[config.mk]
export PLATFORM = sky130hd
export DESIGN_NAME = pipe_lane_array
export DESIGN_NICKNAME = d
export VERILOG_FILES = /design/src/rtl/pipe_lane_array.sv
export SDC_FILE = /design/constraint.sdc
export NUM_CORES = 2
export LEC_CHECK = 0
export BUFFER_PORTS_ARGS = -buffer_cell sky130_fd_sc_hd__buf_2
export CORE_UTILIZATION = 35
export DETAILED_ROUTE_END_ITERATION = 10
export SYNTH_ARGS = -nofsm -noshare
export SYNTH_HDL_FRONTEND = slang
export SYNTH_SLANG_ARGS = --single-unit
[constraint.sdc]
create_clock -name clk -period 95.2 [get_ports clk]
set_clock_uncertainty 0.05 [all_clocks]
set_input_delay 23.8 -clock clk [delete_from_list [all_inputs] [get_ports clk]]
set_output_delay 23.8 -clock clk [all_outputs]
set_load 0.01 [all_outputs]
[src/rtl/pipe_lane_array.sv]
`default_nettype none
// +----------------------------------------------------------------------------+
// | Module   : pipe_lane_array                                                  |
// | Brief    : LANES x WIDTH vector pipeline with stall/flush, lane masks,      |
// |            occupancy and saturating drop counter.                           |
// |            Define PIPE_BUBBLE_COLLAPSE_EN for per-stage elastic advance.    |
// | Revision : 1.0  initial release                                             |
// +----------------------------------------------------------------------------+
module pipe_lane_array #(
    parameter int LANES = 8,
    parameter int WIDTH = 64,
    parameter int DEPTH = 4,
    parameter int DROPW = 16
) (
    input  logic                        clk,
    input  logic                        reset,
    input  logic                        in_valid,
    input  logic [LANES*WIDTH-1:0]      in_data,
    input  logic [LANES-1:0]            in_mask,
    output logic                        in_ready,
    input  logic                        stall,
    input  logic                        flush,
    output logic                        out_valid,
    output logic [LANES*WIDTH-1:0]      out_data,
    output logic [LANES-1:0]            out_mask,
    output logic [$clog2(DEPTH+1)-1:0]  occupancy,
    output logic [DROPW-1:0]            drop_count
);

    localparam int c_OCCW = $clog2(DEPTH+1);
    localparam int c_DW   = LANES*WIDTH;

    logic [DEPTH-1:0]   r_valid;
    logic [c_DW-1:0]    r_data [DEPTH];
    logic [LANES-1:0]   r_mask [DEPTH];
    logic [c_OCCW-1:0]  r_occ;
    logic [DROPW-1:0]   r_drop;

    logic [c_DW-1:0]    w_cap_data;
    logic               w_src_valid [DEPTH];
    logic [c_DW-1:0]    w_src_data  [DEPTH];
    logic [LANES-1:0]   w_src_mask  [DEPTH];
    logic [DEPTH-1:0]   w_ready;
    logic [DEPTH-1:0]   w_valid_nxt;
    logic [c_OCCW-1:0]  w_occ_nxt;

    // Masked-off lanes enter as zero so they stay zero all the way down.
    for (genvar i = 0; i < LANES; i++) begin : g_lane
        assign w_cap_data[i*WIDTH +: WIDTH] = in_mask[i] ? in_data[i*WIDTH +: WIDTH] : '0;
    end

    for (genvar k = 0; k < DEPTH; k++) begin : g_src
        if (k == 0) begin : g_head
            assign w_src_valid[k] = in_valid;
            assign w_src_data[k]  = w_cap_data;
            assign w_src_mask[k]  = in_mask;
        end else begin : g_body
            assign w_src_valid[k] = r_valid[k-1];
            assign w_src_data[k]  = r_data[k-1];
            assign w_src_mask[k]  = r_mask[k-1];
        end
    end

    always_comb begin : p_ready
        logic l_rdy;
        w_ready = '0;
        l_rdy   = !stall;
`ifdef PIPE_BUBBLE_COLLAPSE_EN
        // A stage may accept when it is empty or its occupant moves on.
        for (int k = DEPTH-1; k >= 0; k--) begin
            w_ready[k] = !r_valid[k] || l_rdy;
            l_rdy      = w_ready[k];
        end
`else
        w_ready = {DEPTH{l_rdy}};
`endif
    end

    always_comb begin
        w_valid_nxt = '0;
        w_occ_nxt   = '0;
        for (int k = 0; k < DEPTH; k++) begin
            if (flush)
                w_valid_nxt[k] = 1'b0;
            else if (w_ready[k])
                w_valid_nxt[k] = w_src_valid[k];
            else
                w_valid_nxt[k] = r_valid[k];
            w_occ_nxt = w_occ_nxt + c_OCCW'(w_valid_nxt[k]);
        end
    end

    always_ff @(posedge clk) begin
        if (reset) begin
            r_valid <= '0;
            r_occ   <= '0;
            for (int k = 0; k < DEPTH; k++) begin
                r_data[k] <= '0;
                r_mask[k] <= '0;
            end
        end else begin
            r_valid <= w_valid_nxt;
            r_occ   <= w_occ_nxt;
            for (int k = 0; k < DEPTH; k++) begin
                if (w_ready[k] && !flush) begin
                    r_data[k] <= w_src_data[k];
                    r_mask[k] <= w_src_mask[k];
                end
            end
        end
    end

    // Flush is a deliberate discard, so it never counts as a drop.
    always_ff @(posedge clk) begin
        if (reset)
            r_drop <= '0;
        else if (in_valid && !in_ready && !flush && (r_drop != {DROPW{1'b1}}))
            r_drop <= r_drop + 1'b1;
    end

    assign in_ready   = w_ready[0] && !flush;
    assign out_valid  = r_valid[DEPTH-1];
    assign out_data   = r_data[DEPTH-1];
    assign out_mask   = r_mask[DEPTH-1];
    assign occupancy  = r_occ;
    assign drop_count = r_drop;

endmodule
`default_nettype wire

After elaboration in Yosys (flattened, before gate mapping)

Memory sizes are Yosys's and may differ from the RTL's.
Cells that the tools add are included.

Bits in writable memories: 2080
Bits in registers: 23
Memories: 2
Output and inout bits: 541
Input bits: 525
Word-level logic and storage cells: 54

Bitwise operators: 8
Multiplexer cells: 29
Reductions and logical operators: 7
Add/subtract/negate cells: 4
Equality and inequality tests: 1

Memories:

| name   | depth | width | rd ports | clocked after memory_dff | wr ports | RTL line | RTL |
|---|---|---|---|---|---|---|---|
| r_data | 4     | 512   | 4        | 0                        | 4        | 34       | `logic [c_DW-1:0] r_data [DEPTH];` |
| r_mask | 4     | 8     | 4        | 0                        | 4        | 35       | `logic [LANES-1:0] r_mask [DEPTH];` |

Operators by type and width:

| cell                  | number |
|---|---|
| $mux 512              | 4 |
| $mux 64               | 8 |
| $mux 8                | 4 |
| $add 16x1->16 const B | 1 |
| $ne 16x16->1 const B  | 1 |
| $mux 1                | 13 |
| $or 1x1->1            | 8 |
| $logic_and 1x1->1     | 4 |
| $add 2x1->3           | 1 |
| $add 3x1->3           | 1 |
| $logic_not 1->1       | 3 |
| $add 1x1->2           | 1 |

Logic depth before layout (Yosys ltp)

Depth after elaboration: 6
Mapped depth: 7
Gate-level depth less buffers: 6

Least setup slack after synthesis

OpenSTA, ideal clock, no wires.

Path kind: input to register
Start point: in flush
End point: mem r_data[0][0] in the netlist's numbering, enable pin
Path slack: 44.734 ns
Arrival: 48.794 ns
Cell stages on the path: 3
Setup time: 1.622 ns
Required time: 93.528 ns
Path buffers: 1
Cell sequence: clkbuf_1 -> nor2_1 -> or2_2

RTL lines:

| item        | RTL line | RTL |
|---|---|---|
| from (decl) | 22       | `input logic flush,` |
| to (decl)   | 34       |  |

Worst setup path after layout

Start point: in flush
End point: out in_ready

Cells in the longest elaborated chain, start to end: 2

Ends and longest elaborated chain:

| item              | RTL line | RTL |
|---|---|---|
| $logic_not 1->1   | 121      | `assign in_ready = w_ready[0] && !flush;` |
| $logic_and 1x1->1 | 121      |  |
| to (decl)         | 20       | `output logic in_ready,` |

Every way passes these cells.

==> metrics <==
status finished, final reports clean; CTS root buf clkbuf_16; filler cell count ~20000; measured slew at the worst slew-check pin 1.280 ns; crit-path max FO 13; Worst R2R Path Depth 5; WP data required between 70 and 80 ns; worst slack, placed 46.94 ns; maximum clock path buffer count 3; Crit path top cell by count buf_2; site row count roughly 170; worst-case setup margin in the final layout 46.93 ns; detailed placement HPWL 110800 um; # DRC 0; Cell Area, Synth ~80000 um^2; R2R Path End drop_count[13]$_SDFFE_PP0P_; CP endpoint in_ready; FF-to-FF Start drop_count[0]$_SDFFE_PP0P_; Starting Density 0.3530; total iterations of the first detailed-routing run 5; top post-synthesis cells by area edfxtp_1 80%, and2_1 13%, and3_1 4.1%, clkbuf_1 1.3%, dfxtp_1 0.59%; critical-path cell list buf_2 > nor2_1 > buf_2; Crit. End Element output pin; Setup Fix Bufs, Post-CTS 0; worst stage delay on the critical path 0.24 ns; most common cell in the synthesized netlist edfxtp_1; Synth top area share 0.8029; Die Span Y 473.4 um; CP max stage cell nor2_1; Pins Over Slew Limit 0; port bufs around 1100; Clock H-tree levels 4; met3 GRT Util 0.07326; Vias 39250; Worst Hold Class flip-flop to flip-flop; WP depth 3; Wirelength per Cell slightly below 20 um; gpl congestion between 0.8 and 0.9; routed wire length 169300 um; Max-cap violations 0; IO Pins 1066; first-iteration detailed-routing DRC count 2983; Syn Nets 5114; RSZ-0062 raised after global routing no; Mapped Cells about 4600; clock-pin slew on the worst setup and hold paths 0.06 ns; worst-skew pair later-pin latency 0.83 ns; Inserted Clock Buffers 213; share of layout cells above drive strength 1 0.2454; Worst Setup SP flush; GRT busiest layer met2; cts-stage hold buffer count 0; Final Hold Fails 0; GRT Util Overall 0.1450; CP arrival 24.42 ns; Yosys Warn Count 0; pin count of the biggest net entering global routing 310; syn avg cell area 16.97 um^2; final setup vio count 0; Worst IR Drop VDD 0.00001678 V; first-pass GRT wire length between 200000 and 250000 um; layout overhead on the synthesized area 19.81%; initial antenna violation count 93; Die Width 473.4 um; FMAX 20.72 MHz; Buf/Inv on CP 2; crit-path leading delay family buffers and inverters; Yosys top cell by area edfxtp_1; Post-synth EDFFs 2080; P per Cell Area 21.51 nW/um^2; Post-DRT Antenna Nets 0; nets approximately 6100; via/cell ratio 4.459; vias in the first global route 37430; #FFs+latches synth 2103; relative slew slack 0.1467; Period Utilization, post-route 0.5070; Async SR Flop Fraction 0; Leak 38.28 nW; Synth top cells by count 2080 x edfxtp_1, 1568 x and2_1, 512 x and3_1; post-CTS resize count 0; WS Path Type input port to output pin; Setup crit start kind input port; core area approximately 220000 um^2; Sink Count 2103; met1 Resource Use GR 0.1674; Tmin final 48.27 ns; GRT overflow 0; ys flop type edfxtp_1; Synth cell types 36; final setup TNS 0 ns; sequential area share after synthesis 0.8089; GR Util met2 0.2288; die area approximately 220000 um^2; CTS tree done; Reg2Reg Setup Slack around 93 ns
worst min-delay path by stage:
stage | endpoint | depth (start not counted) | slack, ns | startpoint
after floorplan | r_data[1][0]$_SDFFCE_PN0P_ | 1 | 0.45 | r_data[0][0]$_SDFFCE_PN0P_
after global placement | r_data[1][482]$_SDFFCE_PN0P_ | 1 | 0.45 | r_data[0][482]$_SDFFCE_PN0P_
after detailed placement | r_data[1][302]$_SDFFCE_PN0P_ | 1 | 0.45 | r_data[0][302]$_SDFFCE_PN0P_
after CTS | r_data[2][176]$_SDFFCE_PN0P_ | 1 | 0.44 | r_data[1][176]$_SDFFCE_PN0P_
after global routing | r_data[2][176]$_SDFFCE_PN0P_ | 1 | 0.46 | r_data[1][176]$_SDFFCE_PN0P_
final | r_data[2][134]$_SDFFCE_PN0P_ | 1 | 0.43 | r_data[1][134]$_SDFFCE_PN0P_
power by group:
part / internal [mW] / switching (mW)
combinational: 0.0262 / 0.0577
clock: 0.480 / 0.349
sequential: 1.08 / 0.0133
cell families (layout without fill, tap and decap cells):
| group | count (synthesis) | count (layout) | share of synthesized area |
|---|---|---|---|
| DFF | 2103 | 2103 | 0.8089 |
| muxes | 14 | 14 | 0.001946 |
| other | 0 | 50 | 0 |
| adders and majority gates | 4 | 4 | 0.0007400 |
| and+or+nand+nor | 2157 | 2157 | 0.1731 |
| buffers and inverters | 295 | 1505 | 0.01448 |
| AOI/OAI and AO/OA | 12 | 12 | 0.0008846 |
routing by layer:
layer	share of wire	routed length (um)	vias up
met4	0.031	5288	96
met5	0.0036	614	-
met3	0.11	19000	333
met1	0.38	65080	19140
li1	-	-	18560
met2	0.47	79370	1123
final cells by class:
class / count / area (um^2) / area share
Inverter: 2 / 7.507 / 0.00008055
Clock inverter: 135 / 1355 / 0.01454
Multi-Input combinational cell: 2187 / 13750 / 0.1475
Clock buffer: 260 / 5623 / 0.06033
Sequential cell: 2103 / 62920 / 0.6751
Timing Repair Buffer: 1108 / 5715 / 0.06133
Tap cell: 2958 / 3701 / 0.03971
Antenna cell: 50 / 125.1 / 0.001343
worst reg2reg max path, cell delays in order (launching register included):
cell and delay [ns]:
dfxtp_1 0.44, ha_1 0.30, nand2_1 0.18, nor3_1 0.59
nor4_1 0.14, mux2_1 0.35
state kept, by name (all words and copies together), names as in the netlist:
| name | flops |
|---|---|
| drop_count | 16 |
| occupancy | 3 |
| r_data | 2048 |
| r_mask | 32 |
| r_valid | 4 |
stage by stage:
stage                     cells  instance area, um^2  hold slack [ns]  power [mW]  utilization
after detailed placement   8358                86090           0.4514       1.198       0.3907
after global routing       8790                93160           0.4573       2.076       0.4228
after floorplan            4585                77790           0.4467       1.203            -
final                      8803                93200           0.4265       2.005       0.4229
after global placement     8358                86090           0.4480       1.196       0.3907
after CTS                  8753                93070           0.4353       2.032       0.4223
placed cells by master, fill, tap and decap left out, types with 35 or more instances in the layout:
cell / count
diode_2: 50
clkbuf_16: 218
clkinv_2: 35
edfxtp_1: 2080
and2_1: 1568
buf_4: 38
buf_2: 1065
clkinv_1: 54
clkbuf_1: 41
and3_1: 512
Power figures use the tool's default switching activity.
